### src/rtl/ifu_pkg.sv
`default_nettype none
// +----------------------------------------------------------------------+
// | Module   : ifu_pkg                                                   |
// | Purpose  : Shared widths, timeout constants and miss FSM state type  |
// |            for the IFU miss-sequencing controller.                   |
// | Revision : 1.0 - initial release                                     |
// +----------------------------------------------------------------------+
package ifu_pkg;

  localparam int TAG_WIDTH      = 28;   // line tag width (address minus offset)
  localparam int LINE_WIDTH     = 128;  // instruction line width
  localparam int MISS_CNT_WIDTH = 16;   // saturating miss counter width
  localparam int TIMER_WIDTH    = 8;    // WAIT-cycle timer width
  localparam int TIMEOUT_CYCLES = 255;  // WAIT cycles before a re-issue
  localparam int MAX_RETRY      = 2;    // re-issues allowed before giving up

  typedef enum logic [1:0] {
    IDLE = 2'd0,
    REQ  = 2'd1,
    WAIT = 2'd2,
    FILL = 2'd3
  } t_miss_state;

endpackage
`default_nettype wire

### src/rtl/ifu_miss_timer.sv
`default_nettype none
// +----------------------------------------------------------------------+
// | Module   : ifu_miss_timer                                            |
// | Purpose  : WAIT-cycle timer and retry counter for the miss           |
// |            controller. Raises retryOut when a wait expires with      |
// |            re-issues left, giveUpOut when the retries are exhausted. |
// | Revision : 1.0 - initial release                                     |
// +----------------------------------------------------------------------+
module ifu_miss_timer #(
  parameter int TIMEOUT_CYCLES = ifu_pkg::TIMEOUT_CYCLES,
  parameter int MAX_RETRY      = ifu_pkg::MAX_RETRY
) (
  input  logic Clock,
  input  logic Rst,
  input  logic missAccept,  // new miss accepted in IDLE
  input  logic reqFire,     // memory request handshake in REQ
  input  logic inWait,      // FSM is in WAIT
  input  logic rspMatch,    // matching response this cycle
  output logic retryOut,    // wait expired, re-issue the request
  output logic giveUpOut    // wait expired, no retries left
);
  import ifu_pkg::*;

  localparam int c_retryWidth = (MAX_RETRY < 1) ? 1 : $clog2(MAX_RETRY + 1);
  // The timer starts at 0 in the first WAIT cycle, so expiring on the
  // last count keeps the FSM in WAIT for exactly TIMEOUT_CYCLES cycles.
  localparam logic [TIMER_WIDTH-1:0]  c_timerLast = TIMER_WIDTH'(TIMEOUT_CYCLES - 1);
  localparam logic [c_retryWidth-1:0] c_maxRetry  = c_retryWidth'(MAX_RETRY);

  logic [TIMER_WIDTH-1:0]  r_timer;
  logic [c_retryWidth-1:0] r_retry;
  logic                    w_expire;
  logic                    w_retriesLeft;

  // A matching response always wins over an expiry in the same cycle.
  assign w_expire      = inWait && !rspMatch && (r_timer == c_timerLast);
  assign w_retriesLeft = (r_retry < c_maxRetry);
  assign retryOut      = w_expire && w_retriesLeft;
  assign giveUpOut     = w_expire && !w_retriesLeft;

  // Count WAIT cycles per issue; count re-issues per accepted miss.
  always_ff @(posedge Clock or posedge Rst) begin
    if (Rst) begin
      r_timer <= '0;
      r_retry <= '0;
    end else begin
      if (reqFire) begin
        r_timer <= '0;
      end else if (inWait) begin
        r_timer <= r_timer + 1'b1;
      end
      if (missAccept) begin
        r_retry <= '0;
      end else if (retryOut) begin
        r_retry <= r_retry + 1'b1;
      end
    end
  end

endmodule
`default_nettype wire

### src/rtl/ifu_miss_ctrl.sv
`default_nettype none
// +----------------------------------------------------------------------+
// | Module   : ifu_miss_ctrl                                             |
// | Purpose  : Sequences one outstanding instruction-cache miss at a     |
// |            time: accept tag, issue to memory, wait for the matching  |
// |            line, pulse a one-cycle fill into the cache.              |
// | Options  : IFU_MISS_TIMEOUT_EN - enables WAIT timeout, re-issue and  |
// |            sticky errorOut (otherwise WAIT is unbounded).            |
// | Revision : 1.0 - initial release                                     |
// +----------------------------------------------------------------------+
module ifu_miss_ctrl #(
  parameter int TAG_WIDTH      = ifu_pkg::TAG_WIDTH,
  parameter int LINE_WIDTH     = ifu_pkg::LINE_WIDTH,
  parameter int TIMEOUT_CYCLES = ifu_pkg::TIMEOUT_CYCLES,
  parameter int MAX_RETRY      = ifu_pkg::MAX_RETRY
) (
  input  logic                  Clock,
  input  logic                  Rst,
  input  logic [TAG_WIDTH-1:0]  cache_missTagIn,
  input  logic                  cache_missValidIn,
  output logic                  cache_missReadyOut,
  output logic [TAG_WIDTH-1:0]  mem_reqTagOut,
  output logic                  mem_reqValidOut,
  input  logic                  mem_reqReadyIn,
  input  logic [TAG_WIDTH-1:0]  mem_rspTagIn,
  input  logic [LINE_WIDTH-1:0] mem_rspInsLineIn,
  input  logic                  mem_rspValidIn,
  output logic [TAG_WIDTH-1:0]  cache_fillTagOut,
  output logic [LINE_WIDTH-1:0] cache_fillLineOut,
  output logic                  cache_fillValidOut,
  output logic                  busyOut,
  output logic [15:0]           missCountOut,
  output logic                  errorOut
);
  import ifu_pkg::*;

  // The 8-bit WAIT timer cannot represent longer timeouts.
  if (TIMEOUT_CYCLES < 1 || TIMEOUT_CYCLES > 255 || MAX_RETRY < 0) begin : g_paramCheck
    $error("ifu_miss_ctrl: TIMEOUT_CYCLES must be 1..255 and MAX_RETRY >= 0");
  end

  t_miss_state               r_state;
  logic [TAG_WIDTH-1:0]      r_pendTag;
  logic [TAG_WIDTH-1:0]      r_fillTag;
  logic [LINE_WIDTH-1:0]     r_fillLine;
  logic                      r_reqValid;
  logic                      r_fillValid;
  logic [MISS_CNT_WIDTH-1:0] r_missCount;

  logic w_accept;
  logic w_reqFire;
  logic w_rspMatch;
  logic w_inWait;
  logic w_retry;
  logic w_giveUp;

  assign w_accept   = (r_state == IDLE) && cache_missValidIn;
  assign w_reqFire  = (r_state == REQ) && mem_reqReadyIn;
  assign w_inWait   = (r_state == WAIT);
  // Responses are only looked at in WAIT; anything else is dropped.
  assign w_rspMatch = w_inWait && mem_rspValidIn && (mem_rspTagIn == r_pendTag);

`ifdef IFU_MISS_TIMEOUT_EN
  logic r_error;

  ifu_miss_timer #(
    .TIMEOUT_CYCLES (TIMEOUT_CYCLES),
    .MAX_RETRY      (MAX_RETRY)
  ) u_timer (
    .Clock      (Clock),
    .Rst        (Rst),
    .missAccept (w_accept),
    .reqFire    (w_reqFire),
    .inWait     (w_inWait),
    .rspMatch   (w_rspMatch),
    .retryOut   (w_retry),
    .giveUpOut  (w_giveUp)
  );

  // Sticky error flag: once a miss is abandoned it stays set until reset.
  always_ff @(posedge Clock or posedge Rst) begin
    if (Rst) begin
      r_error <= 1'b0;
    end else if (w_giveUp) begin
      r_error <= 1'b1;
    end
  end

  assign errorOut = r_error;
`else
  assign w_retry  = 1'b0;
  assign w_giveUp = 1'b0;
  assign errorOut = 1'b0;
`endif

  // Miss FSM with registered request/fill outputs and saturating miss count.
  always_ff @(posedge Clock or posedge Rst) begin
    if (Rst) begin
      r_state     <= IDLE;
      r_pendTag   <= '0;
      r_fillTag   <= '0;
      r_fillLine  <= '0;
      r_reqValid  <= 1'b0;
      r_fillValid <= 1'b0;
      r_missCount <= '0;
    end else begin
      unique case (r_state)
        IDLE: begin
          if (w_accept) begin
            r_pendTag  <= cache_missTagIn;
            r_reqValid <= 1'b1;
            r_state    <= REQ;
            if (r_missCount != '1) begin
              r_missCount <= r_missCount + 1'b1;
            end
          end
        end
        REQ: begin
          if (w_reqFire) begin
            r_reqValid <= 1'b0;
            r_state    <= WAIT;
          end
        end
        WAIT: begin
          if (w_rspMatch) begin
            r_fillTag   <= r_pendTag;
            r_fillLine  <= mem_rspInsLineIn;
            r_fillValid <= 1'b1;
            r_state     <= FILL;
          end else if (w_giveUp) begin
            r_state <= IDLE;
          end else if (w_retry) begin
            r_reqValid <= 1'b1;
            r_state    <= REQ;
          end
        end
        FILL: begin
          r_fillValid <= 1'b0;
          r_state     <= IDLE;
        end
        default: r_state <= IDLE;
      endcase
    end
  end

  assign cache_missReadyOut = (r_state == IDLE);
  assign busyOut            = (r_state != IDLE);
  assign mem_reqTagOut      = r_pendTag;
  assign mem_reqValidOut    = r_reqValid;
  assign cache_fillTagOut   = r_fillTag;
  assign cache_fillLineOut  = r_fillLine;
  assign cache_fillValidOut = r_fillValid;
  assign missCountOut       = r_missCount;

endmodule
`default_nettype wire

### config.mk
export PLATFORM = sky130hd
export DESIGN_NAME = ifu_miss_ctrl
export DESIGN_NICKNAME = d
export VERILOG_FILES = /design/src/rtl/ifu_pkg.sv /design/src/rtl/ifu_miss_timer.sv /design/src/rtl/ifu_miss_ctrl.sv
export SDC_FILE = /design/constraint.sdc
export NUM_CORES = 1
export LEC_CHECK = 0
export ABC_AREA = 0
export BUFFER_PORTS_ARGS = -buffer_cell sky130_fd_sc_hd__buf_4
export CAP_MARGIN = 20
export CORE_AREA = 2 2 153 155
export DETAILED_ROUTE_END_ITERATION = 12
export DIE_AREA = 0 0 155 157
export GPL_TIMING_DRIVEN = 1
export HOLD_SLACK_MARGIN = 0.08
export PLACE_DENSITY = 0.69
export SKIP_LAST_GASP = 1
export SYNTH_ARGS = -nofsm -noshare
export SYNTH_HDL_FRONTEND = slang
export SYNTH_SLANG_ARGS = --single-unit
### constraint.sdc
create_clock -name Clock -period 7.35 [get_ports Clock]
set_input_delay 0.3675 -clock Clock [delete_from_list [all_inputs] [get_ports Clock]]
set_output_delay 0.3675 -clock Clock [all_outputs]
set_load 0.02 [all_outputs]
==> impl_metrics.env, run 1 <==
export IMPL_status="complete, no violations"
export IMPL_synth_fp_nets=709
export IMPL_clock_fmax_mhz=281
export IMPL_nFillCells=1946
export IMPL_die_w_um=155
export IMPL_row_count=55
export IMPL_reg2reg_setup_slack_ps=3790
export IMPL_slew_headroom_pct=30.2
export IMPL_grt_pass1_vias=6104
export IMPL_drt_first_pass_iters=4
export IMPL_synthCells=514
export IMPL_start_kind="flop"
export IMPL_ir_drop_v=0.000245
export IMPL_finalSetupTns_ps=0
export IMPL_ant_nets=0
export IMPL_root_buffer="clkbuf_16"
export IMPL_nNetsFinal=1140
export IMPL_hpwl_um=16000
export IMPL_die_area_sq_um=24300
export IMPL_detail_route_wl_per_cell_um=17.6
export IMPL_gr_total_overflow=0
export IMPL_crit_family="buffers and inverters"
export IMPL_cts_repair_resized=0
export IMPL_h_tree_depth=1
export IMPL_chipHeight_um=157
export IMPL_min_period_over_period_pct=48.4
export IMPL_io_pins=394
export IMPL_yosys_register_bits=204
export IMPL_synth_area_top_cells="dfrtp_1, mux2_2, xor2_1"
export IMPL_slowest_delay_ps=880
export IMPL_final_layout_size_suffix_gt1_share_pct=64.9
export IMPL_drt_wl_total_um=21900
export IMPL_cts_sinks=204
export IMPL_report_final_slew_viol_count=0
export IMPL_cellLeakagePower_uw=0.00660
export IMPL_io_buffer_count=392
export IMPL_layout_min_cycle_time_ps=3560
export IMPL_worstPathMaxFanout=81
export IMPL_worstSetupEndpointType="flop"
export IMPL_drc=0
export IMPL_rsz0062_at_grt="no"
export IMPL_path_common_cell="buf_4"
export IMPL_area_delta_synth_final_pct=52.1
export IMPL_drv_cap=0
export IMPL_floorplan_initialDensity_pct=36.2
export IMPL_mostFrequentLayoutCell="buf_4"
export IMPL_grtUsageTotal_pct=17.3
export IMPL_first_iter_violations=181
export IMPL_postCtsSetupBuffers=0
export IMPL_p_per_area_nw_per_um2=259
export IMPL_yosys_area_top_type="dfrtp_1"
export IMPL_dr_total_vias=5793
export IMPL_clk_latency_ps=490
export IMPL_finalHoldViolations=0
export IMPL_clk_pin_slew_ps=60
export IMPL_layout_common_cells="buf_4, dfrtp_1, mux2_2"
export IMPL_worst_pin_slew_ps=1050
export IMPL_cts_hold_buffers=29
export IMPL_arrival_ps=3940
export IMPL_worstHoldPathType="in -> async"
export IMPL_grt_pass1_wl_um=33500
export IMPL_tritoncts="done"
export IMPL_synthArstFlopShare_pct=100
export IMPL_critPathBufInv=2
export IMPL_synth_area_sq_um=8140
export IMPL_slowest_stage="buf_4"
export IMPL_core_area_sq_um=22500
export IMPL_setup_worst_path_class="reg -> reg"
export IMPL_fin_skew_ps=6.69
export IMPL_yosysSeqAreaShare_pct=62.7
export IMPL_antenna_found_initial=0
export IMPL_setup_viol=0
export IMPL_viasPerCell=4.65
export IMPL_grt_max_degree=130
export IMPL_synth_top_area_share_pct=62.7
export IMPL_cp_cell_sequence="xor2_1 > nor4_1 > nand4_1 > nor4_4 > buf_4 > buf_4 > mux2_2"
export IMPL_crit_required_ps=7730
export IMPL_insertedDiodeCount=0
export IMPL_synth_distinct_cells=29
export IMPL_gp_congestion=0.744
export IMPL_numCtsBuffers=23
export IMPL_synth_flop_cell="dfrtp_1"
export IMPL_clockBufferDepth=3
export IMPL_holdWs_ps=61.7
export IMPL_synth_edf_count=0
export IMPL_yosys_warnings=0
export IMPL_synth_area_per_cell_sq_um=15.8
[state kept, by name, indices dropped and copies added (netlist names)]
| name | count |
|---|---|
| cache_fillLineOut | 128 |
| r_state | 2 |
| missCountOut | 16 |
| mem_reqValidOut | 1 |
| mem_reqTagOut | 28 |
| cache_fillTagOut | 28 |
| cache_fillValidOut | 1 |
[stage by stage]
step / instance area, sq um / power, uW / setup WS [ps] / util [%] / instances
after global placement: 11300 / 2060 / 3650 / 50.2 / 1175
final: 12400 / 3200 / 3790 / 55.0 / 1245
after global routing: 12400 / 3370 / 3550 / 55.0 / 1245
after detailed placement: 11300 / 2070 / 3690 / 50.2 / 1175
after floorplan: 8140 / 1720 / 1420 / - / 514
after CTS: 12400 / 3260 / 3730 / 55.0 / 1244
[path summary, 6_finish.rpt]
check	start	to	depth (start not counted)
max reg2reg	mem_reqTagOut[14]$_DFFE_PP0P_	cache_fillLineOut[93]$_DFFE_PP0P_	7
min in group Clock	mem_rspInsLineIn[50]	cache_fillLineOut[50]$_DFFE_PP0P_	2
min reg2reg	cache_fillLineOut[51]$_DFFE_PP0P_	cache_fillLineOut[51]$_DFFE_PP0P_	1
max in group asynchronous	Rst	mem_reqTagOut[8]$_DFFE_PP0P_	3
max	mem_reqTagOut[14]$_DFFE_PP0P_	cache_fillLineOut[93]$_DFFE_PP0P_	7
min	Rst	cache_fillLineOut[72]$_DFFE_PP0P_	2
[kinds of logic (layout without fill, tap and decap cells)]
kind of cell	after synthesis	after routing	share of synthesized area [%]
simple gates	38	38	2.74
xor+xnor	43	43	4.63
fa+ha+maj	6	6	0.922
mux	186	186	25.7
other cells	1	1	0.0461
compound gates	9	9	0.769
buf+inv	27	473	2.44
flops	204	204	62.7
[final cells by class]
type | count | area, sq um | area share, %
Clock buffer | 32 | 679 | 5.49
Tap cell | 285 | 357 | 2.88
Inverter | 6 | 30.0 | 0.243
Timing Repair Buffer | 427 | 3280 | 26.5
Multi-Input combinational cell | 283 | 2840 | 22.9
Clock inverter | 8 | 95.1 | 0.768
Sequential cell | 204 | 5100 | 41.2
[cells in the mapped netlist (3+ instances only)]
library cell / count
inv_1: 6
buf_6: 10
and3_1: 7
xor2_1: 25
nand2_1: 10
o21ai_0: 3
nand4_1: 6
mux2_2: 185
buf_2: 3
nand3_1: 5
buf_4: 5
nor4_1: 5
dfrtp_1: 204
xnor2_1: 18
clkbuf_1: 3
ha_1: 6
[power by group]
part | internal (uW) | switching, uW | total (uW)
clock network | 711 | 439 | 1150
logic | 357 | 344 | 701
registers | 1230 | 128 | 1350
total | 2290 | 911 | 3200
[metal layers]
layer,vias to the layer above,share of wire (%),GRT usage (%)
met5,-,0,0
met4,0,2.6,5.38
met3,39,8.2,4.82
met2,233,51,30.7
met1,2853,38,20.5
li1,2668,-,-
[worst register-to-register path, delay by kind of cell, from the launching register on]
family	cells	cell delay [ps]
muxes	1	490
xor gates and xnor gates	1	190
buffers and inverters	2	1320
DFF	1	420
and+or+nand+nor	3	1020
(Power assumes the default switching activity.)
==> run 2, diff against run 1 <==
==> constraint.sdc (replaced) <==
create_clock -name Clock -period 3.4 [get_ports Clock]
set_input_delay 0.17 -clock Clock [delete_from_list [all_inputs] [get_ports Clock]]
set_output_delay 0.17 -clock Clock [all_outputs]
set_load 0.02 [all_outputs]
==> impl_metrics.env, run 2 (same netlist as run 1, synthesis figures left out) <==
export IMPL_status="complete, no violations"
export IMPL_postPlaceCellArea_sq_um=11400
export IMPL_cp_cell_sequence="xor2_1 > nor4_1 > nand2_1 > nor4_4 > buf_12 > buf_4 > mux2_2"
export IMPL_r2r_start="mem_reqTagOut[18]$_DFFE_PP0P_"
export IMPL_floorplan_initialDensity_pct=36.2
export IMPL_multi_input_area_sq_um=2840
export IMPL_worstPathMaxFanout=40
export IMPL_setup_worst_path_class="reg -> reg"
export IMPL_tritoncts="done"
export IMPL_cts_sinks=204
export IMPL_final_layout_size_suffix_gt1_share_pct=57.2
export IMPL_gr_total_overflow=0
export IMPL_grt_pass1_vias=6803
export IMPL_nFillCells=1716
export IMPL_crit_family="simple AND/OR/NAND/NOR gates"
export IMPL_hold_end="missCountOut[5]$_DFFE_PP0P_"
export IMPL_finalSetupTns_ps=0
export IMPL_largest_reg_flops=128
export IMPL_slowest_delay_ps=420
export IMPL_slew_headroom_pct=52.7
export IMPL_area_delta_synth_final_pct=69.9
export IMPL_first_iter_violations=241
export IMPL_slowest_stage="dfrtp_1"
export IMPL_finalHoldViolations=0
export IMPL_grt_max_degree=105
export IMPL_antenna_found_initial=0
export IMPL_clk_pin_slew_ps=60
export IMPL_layout_common_cells="buf_4, dfrtp_1, mux2_2"
export IMPL_crit_required_ps=3770
export IMPL_fin_area_sq_um=13800
export IMPL_gp_congestion=0.771
export IMPL_h_tree_depth=1
export IMPL_dr_total_vias=6307
export IMPL_ff_latch_area_sq_um=5100
export IMPL_drc=0
export IMPL_report_final_slew_viol_count=0
export IMPL_arrival_ps=2970
export IMPL_layout_min_cycle_time_ps=2600
export IMPL_numCtsBuffers=24
export IMPL_drt_first_pass_iters=4
export IMPL_ant_nets=0
export IMPL_reg2reg_setup_slack_ps=800
export IMPL_die_w_um=155
export IMPL_r2r_cells=7
export IMPL_chipHeight_um=157
export IMPL_postLayoutCoreUtil_pct=61.5
export IMPL_postCtsSetupBuffers=0
export IMPL_grt_pass1_wl_um=36900
export IMPL_drv_cap=0
export IMPL_viasPerCell=4.57
export IMPL_setup_viol=0
export IMPL_cts_repair_resized=0
export IMPL_clock_fmax_mhz=385
export IMPL_hpwl_um=15900
export IMPL_clockBufferDepth=3
export IMPL_rsz0062_at_grt="no"
export IMPL_cellLeakagePower_uw=0.00720
export IMPL_nNetsFinal=1274
export IMPL_min_period_over_period_pct=76.3
export IMPL_r2r_end="cache_fillLineOut[43]$_DFFE_PP0P_"
export IMPL_clk_latency_ps=500
export IMPL_drt_wl_total_um=24300
export IMPL_holdCritStartpoint="cache_missValidIn"
export IMPL_worst_pin_slew_ps=704
export IMPL_pre_cts_slack_ps=727
export IMPL_io_buffer_count=392
export IMPL_hold_depth=5
export IMPL_grtUsageTotal_pct=19.2
export IMPL_ir_drop_v=0.000361
export IMPL_start_kind="flop"
export IMPL_core_area_sq_um=22500
export IMPL_mostFrequentLayoutCell="buf_4"
export IMPL_io_pins=394
export IMPL_p_total_uw=7250
export IMPL_root_buffer="clkbuf_16"
export IMPL_worstHoldPathType="in -> reg"
export IMPL_worstSetupEndpointType="flop"
export IMPL_critPathBufInv=2
export IMPL_p_per_area_nw_per_um2=524
export IMPL_row_count=55
export IMPL_fin_skew_ps=11.8
export IMPL_die_area_sq_um=24300
export IMPL_setup_slack_ps=804
export IMPL_detail_route_wl_per_cell_um=17.6
## run 2: metal layers
| metal | GRT usage (%) | wire length [um] | vias up | share of wire (%) |
|---|---|---|---|---|
| li1 | - | - | 2954 | - |
| met1 | 22.2 | 9020 | 3049 | 37 |
| met2 | 34.5 | 12800 | 251 | 53 |
| met3 | 4.82 | 1680 | 53 | 6.9 |
| met4 | 6.75 | 797 | 0 | 3.3 |
| met5 | 0 | 0 | - | 0 |
## run 2: metrics by stage
step                      hold slack [ps]  cells
after floorplan                       305    514
after global placement                388   1178
final                                 202   1381
after global routing                  227   1380
after detailed placement              396   1178
after CTS                             178   1380
## run 2: cell type report
cell class              count  area share [%]
multi-input cells         283            20.5
diodes                      1          0.0181
flip-flops and latches    204            36.9
repair buffers            560            33.7
inverters                   6           0.190
well taps                 285            2.58
clock buffers              32            4.93
clock inverters            10            1.13
## run 2: how the worst max path moves through the flow
stage                                  startpoint                                end  slack [ps]  cells past startpoint
global route         mem_reqTagOut[7]$_DFFE_PP0P_  cache_fillLineOut[43]$_DFFE_PP0P_         630                      7
detailed placement  mem_reqTagOut[27]$_DFFE_PP0P_  cache_fillLineOut[48]$_DFFE_PP0P_         730                      7
finish              mem_reqTagOut[18]$_DFFE_PP0P_  cache_fillLineOut[43]$_DFFE_PP0P_         800                      7
floorplan                                     Rst   cache_fillLineOut[0]$_DFFE_PP0P_         590                      1
global placement     mem_reqTagOut[7]$_DFFE_PP0P_   cache_fillTagOut[16]$_DFFE_PP0P_         740                      7
CTS                 mem_reqTagOut[27]$_DFFE_PP0P_  cache_fillLineOut[43]$_DFFE_PP0P_         710                      7
## run 2: power by group
part / switching [uW] / internal (uW)
sequential: 277 / 2650
combinational: 754 / 883
clock: 982 / 1710
total: 2010 / 5240
## run 2: tightest hold or removal path, delay by kind of cell
family                    cells  cell delay (ps)
buffers and inverters         1              120
xor gates and xnor gates      1               50
and+or+nand+nor               2              190
AOI/OAI and AO/OA             1              130
## run 2: timing repair
item | CTS | global route
hold endpoints to repair | 361 | 0
hold buffers | 160 | 0
endpoints found under the setup margin | 0 | 0
